## config.mk

```make
export PLATFORM = sky130hd
export DESIGN_NAME = psram_port_arbiter
export DESIGN_NICKNAME = d
export VERILOG_FILES = /design/src/rtl/psram_port_arbiter.sv
export SDC_FILE = /design/constraint.sdc
export NUM_CORES = 1
export LEC_CHECK = 0
export ABC_AREA = 1
export BUFFER_PORTS_ARGS = -buffer_cell sky130_fd_sc_hd__buf_4
export CAP_MARGIN = 20
export CELL_PAD_IN_SITES_DETAIL_PLACEMENT = 1
export CELL_PAD_IN_SITES_GLOBAL_PLACEMENT = 1
export CORE_AREA = 5 5 147 149
export CTS_CLUSTER_SIZE = 12
export DETAILED_ROUTE_END_ITERATION = 7
export DIE_AREA = 0 0 152 154
export PLACE_DENSITY_LB_ADDON = 0.1
export SETUP_SLACK_MARGIN = 0.1
export SLEW_MARGIN = 20
export SYNTH_ARGS = -nofsm -noshare
export SYNTH_HDL_FRONTEND = slang
export SYNTH_SLANG_ARGS = --single-unit
```

## constraint.sdc

```tcl
create_clock -name sys_clk -period 8.05 [get_ports sys_clk]
set_input_delay 0.805 -clock sys_clk [delete_from_list [all_inputs] [get_ports sys_clk]]
set_output_delay 0.805 -clock sys_clk [all_outputs]
set_load 0.02 [all_outputs]
```

## src/rtl/psram_port_arbiter.sv

```systemverilog
// psram_port_arbiter: round-robin arbiter that shares one PSRAM controller among
// NUM_PORTS user ports. Each port asks for a single burst (address, length,
// direction). The arbiter latches the winner's command, strobes psram_exe for one
// cycle, forwards data strobes to the granted port, and returns a done pulse, or an
// err pulse on an illegal length or a BUSY timeout.
//
// Ports:
//   sys_clk, sys_rst          clock, asynchronous active-high reset
//   port_req/rw/addr/len/wdata  per-port request; port i sits at slice i
//   port_grant                one-hot grant of the port being served
//   port_wr_valid/rd_valid    controller data strobes routed to the granted port
//   port_rd_data              controller read data, broadcast to all ports
//   port_done/port_err        one-cycle completion / reject-or-timeout pulses
//   init_cable_complete       controller calibration finished
//   psram_exe, rw_ctrl, addr_in, burst_len, data_in   command to the controller
//   psram_done, psram_rd_data, psram_rd_valid, psram_wr_valid  controller status
module psram_port_arbiter #(
  parameter int unsigned NUM_PORTS   = 4,
  parameter int unsigned ADDR_W      = 32,
  parameter int unsigned DATA_W      = 16,
  parameter int unsigned LEN_W       = 12,
  parameter int unsigned MAX_LEN     = 1024,
  parameter int unsigned TIMEOUT_CYC = 65535
) (
  input  logic                        sys_clk,
  input  logic                        sys_rst,
  input  logic [NUM_PORTS-1:0]        port_req,
  input  logic [NUM_PORTS-1:0]        port_rw,
  input  logic [NUM_PORTS*ADDR_W-1:0] port_addr,
  input  logic [NUM_PORTS*LEN_W-1:0]  port_len,
  input  logic [NUM_PORTS*DATA_W-1:0] port_wdata,
  output logic [NUM_PORTS-1:0]        port_grant,
  output logic [NUM_PORTS-1:0]        port_wr_valid,
  output logic [NUM_PORTS-1:0]        port_rd_valid,
  output logic [DATA_W-1:0]           port_rd_data,
  output logic [NUM_PORTS-1:0]        port_done,
  output logic [NUM_PORTS-1:0]        port_err,
  input  logic                        init_cable_complete,
  output logic                        psram_exe,
  output logic                        rw_ctrl,
  output logic [ADDR_W-1:0]           addr_in,
  output logic [LEN_W-1:0]            burst_len,
  output logic [DATA_W-1:0]           data_in,
  input  logic                        psram_done,
  input  logic [DATA_W-1:0]           psram_rd_data,
  input  logic                        psram_rd_valid,
  input  logic                        psram_wr_valid
);

  localparam int unsigned IDX_W = (NUM_PORTS > 1) ? $clog2(NUM_PORTS) : 1;

  typedef enum logic [1:0] {StInit, StArb, StIssue, StBusy} state_e;

  state_e                 state_q, state_d;
  logic [IDX_W-1:0]       rr_ptr_q, gidx_q;
  logic [NUM_PORTS-1:0]   grant_q, done_q, err_q;
  logic [ADDR_W-1:0]      addr_q;
  logic [LEN_W-1:0]       len_q;
  logic                   rw_q;
  logic [31:0]            cnt_q;

  logic                   win_found;
  logic [IDX_W-1:0]       win_idx;
  logic [NUM_PORTS-1:0]   win_onehot;
  logic [LEN_W-1:0]       win_len;
  logic                   len_ok;
  logic                   timeout_hit;
  logic                   busy_end;

  // Wraps to 0 after the last port; with a single port this always yields 0.
  function automatic logic [IDX_W-1:0] inc_ptr(input logic [IDX_W-1:0] p);
    if (32'(p) >= NUM_PORTS - 1) return '0;
    return p + 1'b1;
  endfunction

  // Round-robin search: first requester at or above rr_ptr, wrapping modulo NUM_PORTS.
  always_comb begin
    int unsigned cand;
    win_found = 1'b0;
    win_idx   = '0;
    cand      = 0;
    for (int unsigned k = 0; k < NUM_PORTS; k++) begin
      cand = 32'(rr_ptr_q) + k;
      if (cand >= NUM_PORTS) cand = cand - NUM_PORTS;
      if (!win_found && port_req[IDX_W'(cand)]) begin
        win_found = 1'b1;
        win_idx   = IDX_W'(cand);
      end
    end
  end

  assign win_onehot  = NUM_PORTS'(1) << win_idx;
  assign win_len     = port_len[win_idx*LEN_W +: LEN_W];
  assign len_ok      = (win_len != '0) && (32'(win_len) <= MAX_LEN);
  // Counter starts at 0 on the first BUSY cycle, so this fires on BUSY cycle TIMEOUT_CYC.
  assign timeout_hit = (cnt_q >= TIMEOUT_CYC - 1);
  // psram_done wins over a simultaneous timeout.
  assign busy_end    = (state_q == StBusy) && (psram_done || timeout_hit);

  // State register
  always_ff @(posedge sys_clk or posedge sys_rst) begin
    if (sys_rst) state_q <= StInit;
    else         state_q <= state_d;
  end

  // Next-state logic
  always_comb begin
    state_d = state_q;
    case (state_q)
      StInit:  if (init_cable_complete) state_d = StArb;
      StArb: begin
        if (!init_cable_complete)    state_d = StInit;
        else if (win_found && len_ok) state_d = StIssue;
      end
      StIssue: state_d = StBusy;
      StBusy:  if (busy_end) state_d = init_cable_complete ? StArb : StInit;
      default: state_d = StInit;
    endcase
  end

  // Output logic
  always_comb begin
    psram_exe     = (state_q == StIssue);
    data_in       = '0;
    port_wr_valid = '0;
    port_rd_valid = '0;
    if (state_q == StBusy) begin
      data_in       = port_wdata[gidx_q*DATA_W +: DATA_W];
      port_wr_valid = grant_q & {NUM_PORTS{psram_wr_valid}};
      port_rd_valid = grant_q & {NUM_PORTS{psram_rd_valid}};
    end
  end

  // Command latch, grant, pulses, round-robin pointer and BUSY counter
  always_ff @(posedge sys_clk or posedge sys_rst) begin
    if (sys_rst) begin
      rr_ptr_q <= '0;
      gidx_q   <= '0;
      grant_q  <= '0;
      done_q   <= '0;
      err_q    <= '0;
      addr_q   <= '0;
      len_q    <= '0;
      rw_q     <= 1'b0;
      cnt_q    <= '0;
    end else begin
      done_q <= '0;
      err_q  <= '0;
      case (state_q)
        StArb: begin
          if (init_cable_complete && win_found) begin
            if (len_ok) begin
              grant_q <= win_onehot;
              gidx_q  <= win_idx;
              addr_q  <= port_addr[win_idx*ADDR_W +: ADDR_W];
              len_q   <= win_len;
              rw_q    <= port_rw[win_idx];
            end else begin
              err_q    <= win_onehot;
              rr_ptr_q <= inc_ptr(win_idx);
            end
          end
        end
        StIssue: cnt_q <= '0;
        StBusy: begin
          if (busy_end) begin
            if (psram_done) done_q <= grant_q;
            else            err_q  <= grant_q;
            grant_q  <= '0;
            rr_ptr_q <= inc_ptr(gidx_q);
          end else begin
            cnt_q <= cnt_q + 32'd1;
          end
        end
        default: ;
      endcase
    end
  end

  assign port_grant   = grant_q;
  assign port_done    = done_q;
  assign port_err     = err_q;
  assign port_rd_data = psram_rd_data;
  assign rw_ctrl      = rw_q;
  assign addr_in      = addr_q;
  assign burst_len    = len_q;

endmodule

```

==> results.txt <==
----------------------------------------------------
[Critical path]
  WP buf/inv ... 4
  Dominant delay contributor by cell family on the critical path ... simple AND/OR/NAND/NOR gates
  Number of cells on the critical path ... 20
  Cell count of the worst reg-to-reg path ... 20
  Slowest stage cell on the critical path ... sky130_fd_sc_hd__buf_4
  Category of the critical setup timing path ... flop to flop
  Worst endpoint data arrival time ... 4.95 ns
  Req. time, crit path ... 8.32 ns
  Most common cell on crit path ... sky130_fd_sc_hd__nand2_1
  Capturing element type of the critical path ... flop
  Peak fanout along the critical path ... 88
  Endpoint of the worst register-to-register path ... port_grant[0]
  Register-to-register setup slack ... 3.37 ns
  Worst Setup EP ... port_grant[0]
  Worst reg2reg path startpoint ... rr_ptr_q[0]
  Crit path cell chain ... inv_2 > nand2_1 > nand2_2 > nand2_1 > nand2_1 > nand2_1 > nand3_1 > nand3_4 > buf_4 > nand2_1 > nand3_1 > nand2_1 > inv_2 > nand2_1 > nor2_1 > nand3_2 > nand3_4 > buf_16 > nand2_1 > o21ai_1
  First element of the critical path ... rr_ptr_q[0]
  Largest stage delay on the critical path ... 0.72 ns
  Startpoint class of the critical path ... flop

[Power and ir drop]
  Switching power share of the total ... 0.533
  Logic gate share of total power ... 0.705
  Reg power frac ... 0.190
  Clk network pwr share ... 0.105
  Internal Power ... 1.78 mW
  Leakage power ... 4.68 nW
  Reported net switching power ... 2.03 mW
  Cell area power density ... 418 mW/mm^2
  Largest voltage drop on the vdd net ... 0.281 mV

[Clock network]
  Clk Tree Root Cell ... sky130_fd_sc_hd__clkbuf_16
  Number of buffers added to fix hold violations after cts ... 0
  Depth of the CTS H-tree ... 3
  CTS tree ... yes
  TritonCTS Buffers ... 9
  Number of resized instances in the post-cts repair step ... 0
  Setup Fix Bufs, Post-CTS ... 0
  Maximum clock insertion buffer count ... 2
  Clock insertion delay at the later pin of the skew report ... 0.34 ns
  Clock Sinks ... 95
  Clock slew at the register clock pins of the worst setup and hold paths ... 0.07 ns

[Timing]
  Hold Vio Cnt, Final ... 0
  Final-layout setup total negative slack ... 0 ns
  Tmin final ... 4.68 ns
  Transition time at the pin with the least slew margin ... 0.932 ns
  Number of slew-limit violations in the final report ... 0
  Setup repair after global routing missed its margin ... false
  Worst hold slack across all endpoints ... 0.468 ns
  Final-report setup violation count ... 0
  Worst clock skew on the final layout ... 0.0104 ns
  Top achievable clock speed ... 214 MHz
  Worst rel slew slack ... 0.379
  Crit share post-route ... 0.581

[Yosys]
  Combined area of all synthesized cells ... 0.00631 mm^2
  Synthesized instance count ... 917
  Yosys warning count ... 0
  Top cells by area in the synthesized netlist ... sky130_fd_sc_hd__dfrtp_1, sky130_fd_sc_hd__nand2_1, sky130_fd_sc_hd__nor2_1, sky130_fd_sc_hd__a32o_1, sky130_fd_sc_hd__a21oi_1
  Unique masters post-synth ... 33
  Post-synth ARST share ... 1.00
  Number of nets produced by synthesis ... 1194
  Average cell area after synthesis ... 6.88 um^2
  Cell taking the most area after synthesis ... sky130_fd_sc_hd__dfrtp_1
  Synth Flop Type ... sky130_fd_sc_hd__dfrtp_1
  Top cell type's share of synthesized area ... 0.377
  Sequential area share after synthesis ... 0.377
  Top cells by instance count after synthesis ... sky130_fd_sc_hd__nand2_1, sky130_fd_sc_hd__nor2_1, sky130_fd_sc_hd__dfrtp_1, sky130_fd_sc_hd__inv_1, sky130_fd_sc_hd__a21oi_1
  EDFF count, synth ... 0
  Most frequently used cell type in the post-synthesis netlist ... sky130_fd_sc_hd__nand2_1
  Number of flip-flops and latches in the synthesized netlist ... 95

[Route]
  Number of nets with antenna violations after detailed routing ... 0
  Detail-routed via count per cell ... 4.93
  Initial DRC count ... 271
  Total wirelength of the detailed-routed design ... 26.3 mm
  Detailed-routing iteration count for the pre-antenna-repair pass ... 4
  Vias after detailed routing ... 7258
  Count of unresolved DRC violations after routing ... 0
  Detail-routed net length per standard cell ... 17.9 um

[Global route]
  Number of global-route vias before repair ... 7547
  Antenna violations before repair ... 1
  Global-route track usage on met3 ... 0.0812
  Maximum number of pins on one net before global-route repair ... 97
  Routing usage on met1 ... 0.239
  Met2 routing resource usage after global routing ... 0.391
  GRT Overall Usage ... 0.214
  Overflow left after global routing ... 0
  Most congested layer reported by global routing ... met2
  Wire length of the first global-routing pass ... 40.6 mm

[Floorplanning]
  Core Rows ... 52
  Die Wd ... 152 um
  Die outline area ... 0.0234 mm^2
  Die span in y ... 154 um
  Placeable core region ... 0.0200 mm^2
  Starting utilization of the core area ... 0.315
  I/O pin count ... 368

[Final layout]
  Final non-filler cell area ... 0.00912 mm^2
  Number of nets at the end of the flow ... 1473
  Fraction of layout instances using a drive strength above 1 ... 0.313
  Signed area change from the synthesized netlist to the final layout ... 44.5%

[Placed design]
  Placed inst area ... 0.00882 mm^2
  Final HPWL from detailed placement ... 20.4 mm
  Total of buffers placed on input and output ports ... 335
  Global placement routability congestion ... 0.846

[Outcome]
  Run status ... completed

[Job]
  Number of max-cap violations ... 0

[Min path]
  Path type of the worst min-delay path ... input pin to asynchronous set/reset pin

----------------------------------------------------
## power by group through the flow
| stage | combinational [mW] | sequential [mW] | clock [mW] |
|---|---|---|---|
| floorplan | 1.82 | 0.828 | 0 |
| global placement | 2.66 | 0.730 | 0 |
| detailed placement | 2.71 | 0.732 | 0 |
| CTS | 2.72 | 0.728 | 0.415 |
| global route | 3.03 | 0.742 | 0.436 |
| finish | 2.69 | 0.723 | 0.402 |
## metal layers
layer,wire (um),up-vias,share of wire
met5,0,-,0
met4,321,0,0.012
met3,2260,21,0.086
met2,13200,248,0.50
met1,10500,3406,0.40
li1,-,3583,-
## cells in the final DEF (no fill, tap or decap), types with 2 or more instances in the layout
| master | instances |
|---|---|
| sky130_fd_sc_hd__nand3_1 | 45 |
| sky130_fd_sc_hd__inv_2 | 6 |
| sky130_fd_sc_hd__a21oi_1 | 59 |
| sky130_fd_sc_hd__nand3_4 | 2 |
| sky130_fd_sc_hd__xor2_1 | 2 |
| sky130_fd_sc_hd__o22ai_1 | 4 |
| sky130_fd_sc_hd__nand2_2 | 4 |
| sky130_fd_sc_hd__nand4_1 | 26 |
| sky130_fd_sc_hd__dfrtp_1 | 95 |
| sky130_fd_sc_hd__a32o_1 | 33 |
| sky130_fd_sc_hd__o21ai_0 | 45 |
| sky130_fd_sc_hd__and3_1 | 2 |
| sky130_fd_sc_hd__o31ai_1 | 5 |
| sky130_fd_sc_hd__nor3_1 | 11 |
| sky130_fd_sc_hd__buf_4 | 340 |
| sky130_fd_sc_hd__nand2_1 | 269 |
| sky130_fd_sc_hd__nand3_2 | 3 |
| sky130_fd_sc_hd__o21ai_1 | 46 |
| sky130_fd_sc_hd__ha_1 | 7 |
| sky130_fd_sc_hd__clkbuf_16 | 9 |
| sky130_fd_sc_hd__nor2_2 | 2 |
| sky130_fd_sc_hd__nor4_1 | 2 |
| sky130_fd_sc_hd__inv_1 | 60 |
| sky130_fd_sc_hd__nor2_1 | 108 |
## through the flow
step | std cells | util | worst slack (ns) | power (mW)
6_report | 1471 | 0.455 | 3.37 | 3.81
5_1_grt | 1471 | 0.455 | 2.79 | 4.20
4_1_cts | 1469 | 0.454 | 3.05 | 3.86
3_5_place_dp | 1454 | 0.440 | 2.86 | 3.44
3_3_place_gp | 1454 | 0.440 | 2.98 | 3.39
2_1_floorplan | 917 | - | 4.77 | 2.65
## cell type report
cell class	count	area, um^2
inverter	67	254
tap	270	338
multi-input combinational	682	3300
sequential	95	2380
clock buffer	11	243
fill	2636	10900
antenna	1	2.50
clock inverter	4	30.0
timing repair buffer	341	2580
## cell families after synthesis
group	after synthesis	synth area share
xor gates and xnor gates	3	0.00416
buffers and inverters	140	0.103
DFF	95	0.377
adders and majority gates	7	0.0139
AOI/OAI and AO/OA	196	0.186
and+or+nand+nor	476	0.316
## worst min path at each step
stage                      from     endpoint  slack [ns]
floorplan             cnt_q[21]    cnt_q[21]        0.46
global placement    addr_in[30]  addr_in[30]        0.47
detailed placement  addr_in[28]  addr_in[28]        0.48
CTS                     sys_rst  addr_in[19]        0.48
global route            sys_rst  addr_in[19]        0.49
finish                  sys_rst  addr_in[19]        0.47
## registers in the layout, indices dropped and copies added, names as in the netlist, named ones only
| register | count |
|---|---|
| addr_in | 32 |
| port_grant | 4 |
| port_err | 4 |
| state_q | 1 |
| burst_len | 12 |
| port_done | 4 |
| rw_ctrl | 1 |
| rr_ptr_q | 2 |
| cnt_q | 32 |
| gidx_q | 2 |
(Power assumes the default switching activity.)
